## src/rtl/ext_port_if.sv

```systemverilog
// ext_port_if: requester handshake and external pin bundle for the shared 4-bit output port
interface ext_port_if #(
  parameter int CNT_W = 4
);
  logic             req1;
  logic             req2;
  logic [CNT_W-1:0] len1;
  logic [CNT_W-1:0] len2;
  logic [3:0]       din1;
  logic [3:0]       din2;
  logic             rd1;
  logic             rd2;
  logic             done1;
  logic             done2;
  logic             busy;
  logic [3:0]       Dout;
  logic             ext1_clk;
  logic             ext2_clk;
  modport master (
    input  req1, req2, len1, len2, din1, din2,
    output rd1, rd2, done1, done2, busy, Dout, ext1_clk, ext2_clk
  );
  modport slave (
    output req1, req2, len1, len2, din1, din2,
    input  rd1, rd2, done1, done2, busy, Dout, ext1_clk, ext2_clk
  );
endinterface

```

## src/rtl/ext_port_arbiter.sv

```systemverilog
// ext_port_arbiter: grants the shared port to one requester per burst and forwards a CLK/2 clock
// only to the granted device; every pin is driven straight from a flop.
module ext_port_arbiter #(
  parameter int MAX_BURST = 8,
  parameter int CNT_W     = 4
) (
  input logic        CLK,
  input logic        RSTn,
  ext_port_if.master bus
);
  typedef enum logic [1:0] {IDLE, XFER_L, XFER_H, GAP} state_t;
  localparam logic [CNT_W-1:0] MAX_LEN = CNT_W'(MAX_BURST);
  state_t           state_q, state_d;
  logic [CNT_W-1:0] cnt_q, cnt_d, len_g, len_eff;
  logic             grant_q, grant_d, last_q, last_d, pick;
  logic [3:0]       dout_q, dout_d;
  logic             clk1_q, clk1_d, clk2_q, clk2_d;
  logic             rd1_q, rd1_d, rd2_q, rd2_d;
  logic             done1_q, done1_d, done2_q, done2_d;
  logic             busy_q, busy_d;
  // grant/last encoding: 0 = requester 1, 1 = requester 2
  always_comb begin
    pick    = (bus.req1 & bus.req2) ? ~last_q : bus.req2;
    len_g   = pick ? bus.len2 : bus.len1;
    len_eff = (len_g == '0) ? CNT_W'(1) : (len_g > MAX_LEN) ? MAX_LEN : len_g;
    state_d = state_q;
    cnt_d   = cnt_q;
    grant_d = grant_q;
    last_d  = last_q;
    dout_d  = dout_q;
    clk1_d  = 1'b0;
    clk2_d  = 1'b0;
    rd1_d   = 1'b0;
    rd2_d   = 1'b0;
    done1_d = 1'b0;
    done2_d = 1'b0;
    case (state_q)
      IDLE: if (bus.req1 | bus.req2) begin
        grant_d = pick;
        last_d  = pick;
        cnt_d   = len_eff - CNT_W'(1);
        dout_d  = pick ? bus.din2 : bus.din1;
        rd1_d   = ~pick;
        rd2_d   = pick;
        state_d = XFER_L;
      end
      XFER_L: begin
        clk1_d  = ~grant_q;
        clk2_d  = grant_q;
        state_d = XFER_H;
      end
      XFER_H: if (cnt_q != '0) begin
        dout_d  = grant_q ? bus.din2 : bus.din1;
        rd1_d   = ~grant_q;
        rd2_d   = grant_q;
        cnt_d   = cnt_q - CNT_W'(1);
        state_d = XFER_L;
      end else begin
        done1_d = ~grant_q;
        done2_d = grant_q;
        state_d = GAP;
      end
      default: state_d = IDLE;
    endcase
    busy_d = state_d != IDLE;
  end
  always_ff @(posedge CLK or negedge RSTn) begin
    if (!RSTn) begin
      state_q <= IDLE;
      cnt_q   <= '0;
      grant_q <= 1'b0;
      last_q  <= 1'b1;
      dout_q  <= '0;
      clk1_q  <= 1'b0;
      clk2_q  <= 1'b0;
      rd1_q   <= 1'b0;
      rd2_q   <= 1'b0;
      done1_q <= 1'b0;
      done2_q <= 1'b0;
      busy_q  <= 1'b0;
    end else begin
      state_q <= state_d;
      cnt_q   <= cnt_d;
      grant_q <= grant_d;
      last_q  <= last_d;
      dout_q  <= dout_d;
      clk1_q  <= clk1_d;
      clk2_q  <= clk2_d;
      rd1_q   <= rd1_d;
      rd2_q   <= rd2_d;
      done1_q <= done1_d;
      done2_q <= done2_d;
      busy_q  <= busy_d;
    end
  end
  assign bus.Dout     = dout_q;
  assign bus.ext1_clk = clk1_q;
  assign bus.ext2_clk = clk2_q;
  assign bus.rd1      = rd1_q;
  assign bus.rd2      = rd2_q;
  assign bus.done1    = done1_q;
  assign bus.done2    = done2_q;
  assign bus.busy     = busy_q;
endmodule
```

## src/flat_wrapper.sv

```systemverilog
// flat-port wrapper written by rule: the top's interface ports become plain ports
module ext_port_arbiter_flat 
#(
  parameter int MAX_BURST = 8,
  parameter int CNT_W     = 4
)
  (CLK, RSTn, bus_req1, bus_req2, bus_len1, bus_len2, bus_din1, bus_din2, bus_rd1, bus_rd2, bus_done1, bus_done2, bus_busy, bus_Dout, bus_ext1_clk, bus_ext2_clk);
  ext_port_if #(.CNT_W(CNT_W)) bus_i ();
  input logic CLK;
  input logic RSTn;
  input wire logic [$bits(bus_i.req1)-1:0] bus_req1;
  input wire logic [$bits(bus_i.req2)-1:0] bus_req2;
  input wire logic [$bits(bus_i.len1)-1:0] bus_len1;
  input wire logic [$bits(bus_i.len2)-1:0] bus_len2;
  input wire logic [$bits(bus_i.din1)-1:0] bus_din1;
  input wire logic [$bits(bus_i.din2)-1:0] bus_din2;
  output wire logic [$bits(bus_i.rd1)-1:0] bus_rd1;
  output wire logic [$bits(bus_i.rd2)-1:0] bus_rd2;
  output wire logic [$bits(bus_i.done1)-1:0] bus_done1;
  output wire logic [$bits(bus_i.done2)-1:0] bus_done2;
  output wire logic [$bits(bus_i.busy)-1:0] bus_busy;
  output wire logic [$bits(bus_i.Dout)-1:0] bus_Dout;
  output wire logic [$bits(bus_i.ext1_clk)-1:0] bus_ext1_clk;
  output wire logic [$bits(bus_i.ext2_clk)-1:0] bus_ext2_clk;
  assign bus_i.req1 = bus_req1;
  assign bus_i.req2 = bus_req2;
  assign bus_i.len1 = bus_len1;
  assign bus_i.len2 = bus_len2;
  assign bus_i.din1 = bus_din1;
  assign bus_i.din2 = bus_din2;
  assign bus_rd1 = bus_i.rd1;
  assign bus_rd2 = bus_i.rd2;
  assign bus_done1 = bus_i.done1;
  assign bus_done2 = bus_i.done2;
  assign bus_busy = bus_i.busy;
  assign bus_Dout = bus_i.Dout;
  assign bus_ext1_clk = bus_i.ext1_clk;
  assign bus_ext2_clk = bus_i.ext2_clk;
  ext_port_arbiter #(.MAX_BURST(MAX_BURST), .CNT_W(CNT_W)) u_core (.CLK(CLK), .RSTn(RSTn), .bus(bus_i));
endmodule
```

## config.mk

```make
export PLATFORM = sky130hd
export DESIGN_NAME = ext_port_arbiter_flat
export DESIGN_NICKNAME = d
export VERILOG_FILES = /design/src/rtl/ext_port_if.sv /design/src/rtl/ext_port_arbiter.sv /design/src/flat_wrapper.sv
export SDC_FILE = /design/constraint.sdc
export NUM_CORES = 1
export LEC_CHECK = 0
export CORE_MARGIN = 3
export CORE_UTILIZATION = 45
export CTS_BUF_LIST = sky130_fd_sc_hd__clkbuf_8
export CTS_CLUSTER_SIZE = 8
export DETAILED_ROUTE_END_ITERATION = 16
export PLACE_DENSITY = 0.88
export SYNTH_ARGS = -nofsm -noshare
export SYNTH_HDL_FRONTEND = slang
export SYNTH_SLANG_ARGS = --single-unit
```

## constraint.sdc

```tcl
create_clock -name CLK -period 2.2 [get_ports CLK]
set_input_delay 0.55 -clock CLK [delete_from_list [all_inputs] [get_ports CLK]]
set_output_delay 0.55 -clock CLK [all_outputs]
set_load 0.02 [all_outputs]
```

## Yosys cells after proc, flatten, opt, wreduce, memory -nomap -nowiden

Cells that the tools add are included.

- Register bits after elaboration: 19

- $lt $le $gt $ge: 1
- Muxes and demuxes: 27
- Reductions and logical operators: 7
- Equality and inequality tests: 4
- $add $sub $neg: 2
- Bitwise logic cells: 5

Operators with widths:

| kind | count |
|---|---|
| $mux 4 | 9 |
| $pmux 4 s2 | 2 |
| $mux 1 | 11 |
| $sub 4x1->4 const B | 2 |
| $pmux 2 s3 | 1 |
| $gt 4x4->1 const B | 1 |
| $logic_not 4->1 | 1 |
| $mux 2 | 2 |
| $ne 2x1->1 const B | 2 |
| $pmux 1 s2 | 2 |
| $reduce_bool 2->1 | 2 |
| $reduce_bool 4->1 | 1 |
| $not 1->1 | 3 |
| $reduce_and 3->1 | 1 |
| $eq 2x1->1 const B | 1 |
| $eq 2x2->1 const B | 1 |
| $logic_not 2->1 | 1 |
| $reduce_and 2->1 | 1 |
| $and 1x1->1 | 1 |
| $or 1x1->1 | 1 |

## Longest topological paths before layout

Gate-level depths: netlist (run 1).

- Word-level depth: 9
- Depth in mapped cells: 6
- Depth with buffers taken out: 6

## Least setup slack after synthesis (run 1)

Ideal clock, no wire load.

- Path kind: input port to flip-flop
- From: input bus_req2
- To: register u_core.cnt_q[2]
- Path slack: 0.462 ns
- Path buffers: 0
- Stages: 6
- Arrival: 1.604 ns
- Cell sequence: a21boi_4 nor3_1 a222oi_1 ha_1 nand2b_1 o211ai_1

- Longest elaborated chain between the ends: 9

Ends and longest elaborated chain:

| item | line | text |
|---|---|---|
| start: declaration | flat_wrapper.sv:12 | `input wire logic [$bits(bus_i.req2)-1:0] bus_req2;` |
| $and 1x1->1 | ext_port_arbiter.sv:23 | `pick = (bus.req1 & bus.req2) ? ~last_q : bus.req2;` |
| $mux 1 | ext_port_arbiter.sv:23 |  |
| $mux 4 | ext_port_arbiter.sv:24 | `len_g = pick ? bus.len2 : bus.len1;` |
| $gt 4x4->1 | ext_port_arbiter.sv:25 | `len_eff = (len_g == '0) ? CNT_W'(1) : (len_g > MAX_LEN) ? MAX_LEN : len_g;` |
| $mux 4 (2 in a row) | ext_port_arbiter.sv:25 |  |
| $sub 4x1->4 | ext_port_arbiter.sv:41 | `cnt_d = len_eff - CNT_W'(1);` |
| $mux 4 | ext_port_arbiter.sv:38 | `IDLE: if (bus.req1 \| bus.req2) begin` |
| $pmux 4 s2 | ext_port_arbiter.sv:37 | `case (state_q)` |
| end signal: assignment | ext_port_arbiter.sv:83 | `cnt_q <= cnt_d;` |
| end: declaration | ext_port_arbiter.sv:14 | `logic [CNT_W-1:0] cnt_q, cnt_d, len_g, len_eff;` |

Several ways; a longest one is shown, not always the timed one. The select of a mux whose other input is x is not followed.
A chain may end at the register's enable or synchronous reset.

## Worst setup path in the final report (run 1)

- From: input bus_req1
- To: register u_core.cnt_q[2]

- Longest elaborated chain between the ends: 9

Ends and longest elaborated chain:

| item | line | text |
|---|---|---|
| start: declaration | flat_wrapper.sv:11 | `input wire logic [$bits(bus_i.req1)-1:0] bus_req1;` |
| $and 1x1->1 | ext_port_arbiter.sv:23 |  |
| $mux 1 | ext_port_arbiter.sv:23 |  |
| $mux 4 | ext_port_arbiter.sv:24 |  |
| $gt 4x4->1 | ext_port_arbiter.sv:25 |  |
| $mux 4 (2 in a row) | ext_port_arbiter.sv:25 |  |
| $sub 4x1->4 | ext_port_arbiter.sv:41 |  |
| $mux 4 | ext_port_arbiter.sv:38 |  |
| $pmux 4 s2 | ext_port_arbiter.sv:37 |  |

Several ways; a longest one is shown, not always the timed one. The select of a mux whose other input is x is not followed.

==> qor.yml, run 1 <==
timing:
  fmax_mhz: 493
  slew_viol_final: 0
  worst_pin_slew_ns: 0.551
  relSlewSlack_pct: 62.9
  finalHoldViolCount: 0
  min_period_ns: 2.03
  post-route-period-util_pct: 92.2
  rsz0062_at_grt: "no"
  clock_skew_ns: 0.00122
  worst_slack_ns: 0.171
  setup_viol: 0
placement:
  placed_area_sq_mm: 0.00132
  io_buffers: 30
  hpwl_mm: 1.62
  pre_cts_ws_ns: -0.0857
  place.gp.congestion: 0.885
floorplanning:
  ios: 31
  rows: 16
  die_x_microns: 52.0
  core_region_area_sq_mm: 0.00198
  fp.dieH_microns: 52.0
  initial_core_util_pct: 48.1
  die_area_sq_mm: 0.00271
clock_tree:
  cts_tree: "done"
  holdBufCountCts: 0
  post_cts_resized: 0
  htree_levels: 1
  clkSinkCount: 19
  cts-root-buf: "clkbuf_8"
  postCtsSetupBuffers: 0
  clk_path_buf_depth: 2
  clk_latency_ns: 0.26
  clkTransAtPathRegs_ns: 0.07
  numCtsBuffers: 3
setup_path:
  worstPathRequired_ns: 2.38
  crit-reg2reg-launch: "u_core.state_q[0]$_DFF_PN0_"
  cp_max_fo: 5
  path_cells: "clkdlybuf4s50_1, a21boi_4, nor4_1, a221oi_2, ha_1, nand2b_1, o211ai_1"
  r2r_end: "u_core.cnt_q[2]$_DFFE_PN0P_"
  critPathCaptureType: "flip-flop"
  r2r_setup_slack_ns: 0.36
  slowest_stage: "clkdlybuf4s50_1"
  path_delay_family: "buffers and inverters"
  cp_num_buf_inv: 1
  reg2reg_depth: 6
  worstPathArrival_ns: 2.21
  slowest_delay_ns: 0.55
  worst_setup_path_start_kind: "input port"
  cp-startpoint: "bus_req1"
  path_class: "in -> reg"
cells_and_area:
  antenna_cells: 0
  fillers: 148
  final_area_sq_mm: 0.00136
  drive_above_1_share_pct: 16.8
  final_nets: 147
  syn_to_final_growth_pct: 43.0
yosys:
  yosysSeqAreaShare_pct: 50.0
  ys.warnings.count: 0
  synth_area_leaders: "dfrtp_1, nor2_1, mux2i_1"
  ys_types: 35
  syn_area_per_cell_sq_um: 11.0
  synthArstFlopShare_pct: 100
  synth_top_area_cell: "dfrtp_1"
  synthCells: 87
  syn_nets: 108
  synth_edf_count: 0
  synth.top_cell.area_share_pct: 47.2
  ys_dominant_reg_cell: "dfrtp_1"
  syn_area_sq_um: 953
  synth-seq-cells: 19
min_path:
  holdPathEnd: "u_core.bus.Dout[0]$_DFFE_PN0P_"
  worstHoldStart: "u_core.bus.Dout[0]$_DFFE_PN0P_"
  holdPathStages: 2
  min_path_type: "reg -> reg"
detailed_routing:
  wirelength_mm: 2.21
  drt_pass1_iterations: 5
  antenna_left: 0
  drtIter0Drc: 25
  vias: 850
  detail_route.wl_per_cell_microns: 14.5
  drcViolationCount: 0
  vias_per_cell: 5.59
grt:
  grt_start_max_net_pins: 20
  antenna_found_initial: 0
  grt_overflow: 0
  grt_pass1_vias: 856
  track_usage_pct: 18.7
  grt_pass1_wl_mm: 3.71
power:
  p_leak_nw: 0.586
  power_density_mw_per_mm2: 1370
  peakVddDrop_mv: 0.805
job:
  cap_violations: 0
status:
  status: "finished, final reports clean"
## synthesized netlist by cell type (2+ instances only)
| cell type | number |
|---|---|
| a22o_1 | 3 |
| mux2i_1 | 4 |
| inv_1 | 4 |
| nand2_1 | 6 |
| a21oi_1 | 6 |
| or2_2 | 2 |
| nor2_1 | 11 |
| nor4_1 | 2 |
| mux2_2 | 2 |
| nor3_1 | 3 |
| dfrtp_1 | 18 |
| o2bb2ai_1 | 2 |
| nand2b_1 | 2 |
## logic make-up (layout without fill, tap and decap cells)
| logic type | Yosys count | after routing | synth area share (%) |
|---|---|---|---|
| simple gates | 32 | 32 | 17.6 |
| compound gates | 23 | 23 | 19.8 |
| flops | 19 | 19 | 50.0 |
| mux | 7 | 7 | 8.92 |
| buf+inv | 5 | 43 | 2.36 |
| fa+ha+maj | 1 | 1 | 1.31 |
## worst min-delay path, stage by stage (launching register included)
cell,delay [ns]
dfrtp_1,0.35
nor2_1,0.05
a21oi_1,0.10
## where the power goes
group | total, mW | switching, mW | internal [mW]
combinational | 0.977 | 0.493 | 0.485
sequential | 0.643 | 0.134 | 0.510
clock | 0.246 | 0.120 | 0.126
total | 1.87 | 0.746 | 1.12
## layout make-up
cell class,count,area (sq um),area share (%)
repair buffers,35,338,24.8
inverters,4,15.0,1.10
clock buffers,3,41.3,3.03
well taps,27,33.8,2.48
clock inverters,1,5.00,0.367
flip-flops and latches,19,477,35.0
multi-input cells,63,454,33.3
## layer usage
| metal | track usage [%] | wire length, microns | share of wire, % | up-vias |
|---|---|---|---|---|
| met5 | 0 | 0 | 0 | - |
| met4 | 11.4 | 49 | 2.2 | 0 |
| met3 | 5.16 | 155 | 7.0 | 6 |
| met2 | 31.6 | 1140 | 52 | 46 |
| met1 | 20.6 | 863 | 39 | 403 |
| li1 | - | - | - | 395 |
## cells in the final DEF (no fill, tap or decap), drive strengths merged, types with 3 or more instances in the layout
master,instances
nand2,6
mux2i,5
buf,5
nor2,11
inv,4
a21oi,6
nor3,3
clkbuf,3
clkdlybuf4s50,30
nand2b,3
a22o,3
dfrtp,18
## state kept, by name, summed over array words and instances, names as in the netlist
name,cells
u_core.bus.Dout,4
u_core.cnt_q,4
u_core.state_q,2
u_core.bus.busy,1
u_core.bus.done1,1
u_core.bus.done2,1
u_core.bus.ext1_clk,1
u_core.bus.ext2_clk,1
u_core.bus.rd1,1
u_core.bus.rd2,1
u_core.grant_q,1
u_core.last_q,1
## worst max-delay path by stage
stage / end / slack (ns) / cells after the start
2_1_floorplan: u_core.cnt_q[2]$_DFFE_PN0P_ / 0.46 / 6
3_5_place_dp: u_core.cnt_q[2]$_DFFE_PN0P_ / -0.09 / 7
6_report: u_core.cnt_q[2]$_DFFE_PN0P_ / 0.17 / 7
4_1_cts: u_core.cnt_q[2]$_DFFE_PN0P_ / 0.19 / 7
3_3_place_gp: u_core.cnt_q[2]$_DFFE_PN0P_ / -0.02 / 7
5_1_grt: u_core.cnt_q[2]$_DFFE_PN0P_ / 0.08 / 7
## metrics by stage
stage               util (%)  hold slack (ns)  TNS (ns)  cells  total power [mW]
floorplan                  -            0.254         0     87              1.28
global placement        66.5            0.515   -0.0249    148              1.57
detailed placement      66.5            0.525    -0.152    148              1.61
CTS                     68.8            0.546         0    152              1.87
global route            68.8            0.579         0    152              2.00
finish                  68.8            0.541         0    152              1.87
Power figures use the tool's default switching activity.
==> run 2: changes to the inputs <==
CTS_CLUSTER_DIAMETER = 60   (was unset)
clock period = 1.93 ns   (was 2.2 ns; I/O delays follow)
==> qor.yml, run 2 (synthesis gave the netlist of run 1 again) <==
setup_path:
  cp_max_fo: 3
  cp_num_buf_inv: 1
  slowest_delay_ns: 0.57
  critPathCaptureType: "flip-flop"
  worst_setup_path_start_kind: "input port"
  path_cells: "clkdlybuf4s50_1, nor3_2, a222oi_1, ha_2, nand2b_1, o211ai_1"
  path_delay_family: "buffers and inverters"
  worstPathArrival_ns: 1.99
  worstPathRequired_ns: 2.05
  path_class: "in -> reg"
  slowest_stage: "clkdlybuf4s50_1"
power:
  power_frac_comb_pct: 54.9
  p_leak_nw: 0.633
  power_density_mw_per_mm2: 1540
  internal-power_mw: 1.36
  net-switching-power_mw: 0.878
  netSwitchingFraction_pct: 39.2
  peakVddDrop_mv: 1.01
  p_seq_share_pct: 32.7
  pwr-share-clk_pct: 12.4
  total_power_mw: 2.24
detailed_routing:
  vias: 859
  route.met3.wl_microns: 166
  wirelength_met1_microns: 967
  detail_route.wl_per_cell_microns: 14.0
  dr_wl_met2_mm: 1.10
  antenna_left: 0
  drcViolationCount: 0
  wirelength_mm: 2.26
  drtIter0Drc: 31
  vias_per_cell: 5.34
  drt_pass1_iterations: 4
  top_layer: "met4"
clock_tree:
  cts_tree: "done"
  cts-root-buf: "clkbuf_8"
  clkTransAtPathRegs_ns: 0.07
  clk_path_buf_depth: 2
  clk_latency_ns: 0.26
  numCtsBuffers: 3
  htree_levels: 1
  clkSinkCount: 19
placement:
  io_buffers: 30
  place_inst: 155
  hpwl_mm: 1.70
  placed_area_sq_mm: 0.00137
  place.gp.congestion: 0.879
cells_and_area:
  final_nets: 156
  antenna_cells: 0
  layout_commonest_cell: "clkdlybuf4s50_1"
  final_cell_count_no_fill: 161
  final_cell_mix: "clkdlybuf4s50_1, dfrtp_1, buf_4"
  final_util_pct: 73.2
  fillers: 143
  syn_to_final_growth_pct: 52.2
  final_area_sq_mm: 0.00145
  drive_above_1_share_pct: 24.6
timing:
  post-route-period-util_pct: 96.8
  relSlewSlack_pct: 58.9
  rsz0062_at_grt: "no"
  finalHoldViolCount: 0
  clock_skew_ns: 0.00273
  fmax_mhz: 535
  min_period_ns: 1.87
  worst_pin_slew_ns: 0.611
  setup_tns_ns: 0
  setup_viol: 0
  slew_viol_final: 0
min_path:
  min_path_type: "in -> async"
grt:
  grt_start_max_net_pins: 12
  antenna_found_initial: 0
  track_usage_pct: 18.1
  grt_overflow: 0
  grt_pass1_wl_mm: 3.59
  grt_pass1_vias: 804
floorplanning:
  core_region_area_sq_mm: 0.00198
  die_area_sq_mm: 0.00271
  ios: 31
  die_x_microns: 52.0
  initial_core_util_pct: 48.1
  rows: 16
  fp.dieH_microns: 52.0
job:
  cap_violations: 0
status:
  status: "finished, final reports clean"
==> run 2: cell count changes in the layout (fill, tap and decap cells not counted), sizes merged <==
cell	previous run	this run
dlygate4sd2	0	2
clkdlybuf4s50	30	28
buf	5	14
==> run 2: routing by layer <==
metal,track usage [%],up-vias
li1,-,411
met1,22.7,410
met2,31.0,36
met3,4.87,2
met4,3.93,0
met5,0,-
==> run 2: layout make-up <==
class                           count  area [sq um]  area share, %
Clock inverter                      1          5.00          0.345
Sequential cell                    19           477           32.8
Timing Repair Buffer               44           403           27.8
Clock buffer                        3          41.3           2.84
Tap cell                           27          33.8           2.33
Multi-Input combinational cell     63           477           32.8
Inverter                            4          15.0           1.03
==> run 2: per-stage QoR <==
| stage | setup slack, ns | hold WS [ns] |
|---|---|---|
| floorplan | 0.259 | 0.187 |
| global placement | -0.207 | 0.508 |
| detailed placement | -0.258 | 0.526 |
| CTS | 0.0628 | 0.531 |
| global route | 0.0121 | 0.556 |
| finish | 0.0612 | 0.522 |
==> run 2: path summary, 6_finish.rpt <==
check,start,endpoint,slack [ns],cells after the start
worst max-delay path,bus_len1[3],u_core.cnt_q[2]$_DFFE_PN0P_,0.06,6
worst min-delay path,RSTn,u_core.bus.busy$_DFF_PN0_,0.52,1
worst max register to register,u_core.state_q[0]$_DFF_PN0_,u_core.cnt_q[2]$_DFFE_PN0P_,0.06,6
worst min register to register,u_core.bus.Dout[3]$_DFFE_PN0P_,u_core.bus.Dout[3]$_DFFE_PN0P_,0.53,2
max in group asynchronous,RSTn,u_core.state_q[0]$_DFF_PN0_,0.91,2
min in group CLK,u_core.bus.Dout[3]$_DFFE_PN0P_,u_core.bus.Dout[3]$_DFFE_PN0P_,0.53,2
==> run 2: power groups by stage <==
stage	Clock, mW	Sequential [mW]	Combinational [mW]
6_report	0.279	0.732	1.23
5_1_grt	0.302	0.753	1.34
4_1_cts	0.282	0.729	1.21
3_5_place_dp	0	0.734	1.17
3_3_place_gp	0	0.723	1.13
2_1_floorplan	0	0.813	0.644
==> run 2: repair_timing <==
action / CTS / global route
pin swaps: 4 / 1
hold buffers: 0 / 0
gates resized for setup: 6 / 0
setup buffers: 1 / 1
endpoints found under the setup margin: 1 / 2
==> run 3: changes to the inputs <==
GPL_ROUTABILITY_DRIVEN = 1   (was unset)
==> results of run 3 <==
Final layout, timing and power as in run 2 (identical DEF).
==> RTL change 1: new RTL, flow settings as in run 2 <==
`CNT_W` is set to 4 in 3 places; all go to 3.
--- a/src/rtl/ext_port_if.sv
+++ b/src/rtl/ext_port_if.sv
@@ -2,3 +2,3 @@
 interface ext_port_if #(
-  parameter int CNT_W = 4
+  parameter int CNT_W = 3
 );
--- a/src/rtl/ext_port_arbiter.sv
+++ b/src/rtl/ext_port_arbiter.sv
@@ -4,3 +4,3 @@
   parameter int MAX_BURST = 8,
-  parameter int CNT_W     = 4
+  parameter int CNT_W     = 3
 ) (
--- a/src/flat_wrapper.sv
+++ b/src/flat_wrapper.sv
@@ -4,3 +4,3 @@
   parameter int MAX_BURST = 8,
-  parameter int CNT_W     = 4
+  parameter int CNT_W     = 3
 )
Ports: changed (resized bus_len1 and bus_len2); port bits go from 31 to 29. The function was not compared with the original's and may differ.
==> RTL change 1 against run 2 <==
Fmax barely moved. Power shrank 13%. Die area fell by 15%. Worst setup slack worse by 1.0 ps. Sequential cell count fell by 1. Wire length shrank 8.0%. Area after synthesis decreased by 17%. Final area fell by 15%.
==> RTL change 1: results (changes against run 2) <==
metric;value;unit;change
final_cells;128;;-20%
synthTopCellsByArea;dfrtp_1 54%, mux2i_1 6.3%, nor2_1 5.7%, a21oi_1 4.4%, dfstp_2 3.3%;;
cp-startpoint;bus_len1[2];;
ys_warn_count;0;;unchanged
synth_cell_types;24;;-31%
r2r_cells;7;;+1
num_vias;728;;-15%
grtUsageMet3;0.0752;;+0.0265
worstSetupPathType;in2reg;;
grt_antenna_before_repair;0;;unchanged
rr_startpoint;u_core.last_q;;
first_global_vias;712;;-11%
grtUsageMet2;0.354;;+0.0439
grt_max_degree;19;;+7
gp_congestion;0.770;;-12%
wire_per_inst;16.2;um;+16%
grt_pass1_wl;3.12;mm;-13%
status;completed;;
drt-initial-drc-count;12;;-61%
switching_share;0.387;;-0.00447
clock_skew;2.60;ps;-0.132 ps
synth-seq-area-share;0.570;;+0.0703
fillers;106;;-26%
ys_top_cells_by_count;17 x dfrtp_1, 12 x nor2_1, 7 x a21oi_1, 6 x nand2_1, 5 x mux2i_1;;
grt_use_total;0.210;;+0.0286
leakagePower;0.554;nW;-12%
placed_cells;120;;-23%
r2r_setup_slack;190;ps;+130 ps
synth_cells;72;;-17%
dpl_cell_area;0.00112;mm^2;-18%
largest_reg_flops;4;;
post_route_cells_drive_above_1_share;0.223;;-0.0231
ir_drop;1100;uV;+9.0%
grt_util_met1;0.209;;-0.0178
worst_ep_arrival_time;2020;ps;+30 ps
hpwl;1.48;mm;-13%
synthesis.nets;91;;-16%
hold_path.class;in2reg;;
worst_pin_slew;449;ps;-162 ps
drt-pass1-iter-count;4;;unchanged
io_buffers;28;;-6.7%
-- RTL change 1: metal layers --
| layer | share of wire | vias to the layer above |
|---|---|---|
| met5 | 0 | - |
| li1 | - | 334 |
| met2 | 0.53 | 37 |
| met3 | 0.061 | 10 |
| met4 | 0.044 | 0 |
| met1 | 0.37 | 347 |
-- RTL change 1: worst max-delay path by stage --
stage                            to  slack (ps)  cells after the start
floorplan           u_core.cnt_q[2]         200                      7
global placement    u_core.cnt_q[2]        -220                      8
detailed placement  u_core.cnt_q[2]        -370                      8
CTS                 u_core.cnt_q[2]           5                      8
global route        u_core.cnt_q[0]         -10                      9
finish              u_core.cnt_q[2]          60                      8
-- RTL change 1: cells by family after synthesis --
kind of cell               count (synthesis)  share of synthesized area
adders and majority gates                  1                     0.0158
AOI/OAI and AO/OA                         18                      0.150
buffers and inverters                      3                     0.0253
muxes                                      6                     0.0916
DFF                                       18                      0.570
and+or+nand+nor                           26                      0.147
-- RTL change 1: metrics by stage --
step	setup TNS, ps	setup WS [ps]	hold WS, ps	util
after floorplan	0	200	187	-
after CTS	0	5.49	549	0.763
after global placement	-435	-215	476	0.711
final	0	60.1	536	0.781
after detailed placement	-765	-372	503	0.711
after global routing	-14.5	-14.5	547	0.781
-- RTL change 1: power groups by stage --
stage	clock (W)	combinational (W)	sequential, W
after CTS	0.000306	0.000932	0.000672
after global routing	0.000325	0.00106	0.000692
after detailed placement	0	0.000900	0.000671
final	0.000300	0.000967	0.000676
after global placement	0	0.000852	0.000653
after floorplan	0	0.000435	0.000759
-- RTL change 1: area by class of cell --
class                           count  share of cell area
Sequential cell                    18               0.367
Timing Repair Buffer               38               0.290
Multi-Input combinational cell     51               0.279
Clock buffer                        4              0.0447
Tap cell                           16              0.0163
Inverter                            1             0.00305
-- RTL change 1: worst max-delay path, stage by stage --
cell,delay [ps]
clkdlybuf4s50_1,430
nor3_2,200
mux2i_2,110
nand2_1,100
o21ai_2,70
ha_2,220
buf_4,130
a311oi_1,270
-- RTL change 1: repair_timing --
| action | 4_1_cts | 5_1_grt |
|---|---|---|
| resized for setup | 4 | 6 |
| setup buffers | 3 | 1 |
| pin swaps | 2 | 3 |
| setup endpoints to repair | 1 | 3 |
==> RTL change 2: new RTL, config.mk and constraints of run 2 <==
Made on the original files. `dout_q` no longer has a reset.
--- a/src/rtl/ext_port_arbiter.sv
+++ b/src/rtl/ext_port_arbiter.sv
@@ -72,3 +72,2 @@
       last_q  <= 1'b1;
-      dout_q  <= '0;
       clk1_q  <= 1'b0;
@@ -85,3 +84,2 @@
       last_q  <= last_d;
-      dout_q  <= dout_d;
       clk1_q  <= clk1_d;
@@ -94,2 +92,6 @@
     end
+  end
+
+  always_ff @(posedge CLK) begin
+    dout_q <= dout_d;
   end
Behaviour: not the same (a bounded check fails within 4 cycles, from zero or initial values and one cycle with RSTn low).
==> RTL change 2 against run 2 <==
Final area increased by 2.2%. Via count decreased by 0.81%. Worst hold slack better by 16 ps. Wire length increased by 3.1%. Largest power group unchanged. Sequential cell count unchanged. Area after synthesis fell by 0.92%. Critical endpoint unchanged. Power shrank 1.6%. Largest cell class unchanged. Worst setup slack worse by 6.2 ps.
==> RTL change 2: results (changes against run 2) <==
metric;value;unit;change
crit_family;simple AND/OR/NAND/NOR gates;;
placed_cells;147;;-5.2%
grt_max_degree;16;;+4
fillers;108;;-24%
slew-limit-headroom;0.715;;+0.127
synthArstFlopShare;0.789;;-0.211
pre_cts_slack;-333;ps;-75.0 ps
grt_util_met1;0.214;;-0.0130
clock_skew;5.91;ps;+3.17 ps
drt-initial-drc-count;13;;-58%
fin_nets;152;;-2.6%
dpl_cell_area;0.00138;mm^2;+0.82%
status;completed;;
final_cells;155;;-3.7%
synth-seq-area-share;0.526;;+0.0258
gp_congestion;0.867;;-1.4%
synth_cells;78;;-10%
first_global_vias;889;;+11%
whs;538;ps;+15.7 ps
post-cts-setup-buffer-count;4;;+3
wl_met3;193;um;+16%
drt-total-wl;2.33;mm;+3.1%
num_vias;852;;-0.81%
wl_met2;1.17;mm;+5.6%
critical_path.max_fanout;8;;+5
hpwl;1.73;mm;+1.7%
grtUsageMet2;0.341;;+0.0315
synthesis.nets;99;;-8.3%
[RTL change 2: final cells by class]
| class | count | area, um^2 | share of cell area |
|---|---|---|---|
| flip-flops and latches | 19 | 499 | 0.336 |
| multi-input cells | 55 | 458 | 0.309 |
| repair buffers | 48 | 435 | 0.293 |
| clock buffers | 3 | 41.3 | 0.0278 |
| well taps | 25 | 31.3 | 0.0211 |
| inverters | 4 | 15.0 | 0.0101 |
| clock inverters | 1 | 3.75 | 0.00253 |
[RTL change 2: report_power, final]
group / internal (W) / leakage, nW / switching (W)
Clock: 0.000141 / 0.0269 / 0.000116
Sequential: 0.000609 / 0.220 / 0.000141
Combinational: 0.000642 / 0.394 / 0.000555
[RTL change 2: logic make-up after synthesis]
group                    count (synthesis)  synth area share
AO/OA/AOI/OAI                           19             0.185
multiplexers                             7            0.0821
AND/OR/NAND/NOR                         28             0.178
buffers and inverters                    4            0.0159
adder cells (fa/ha/maj)                  1            0.0132
flip-flops                              19             0.526
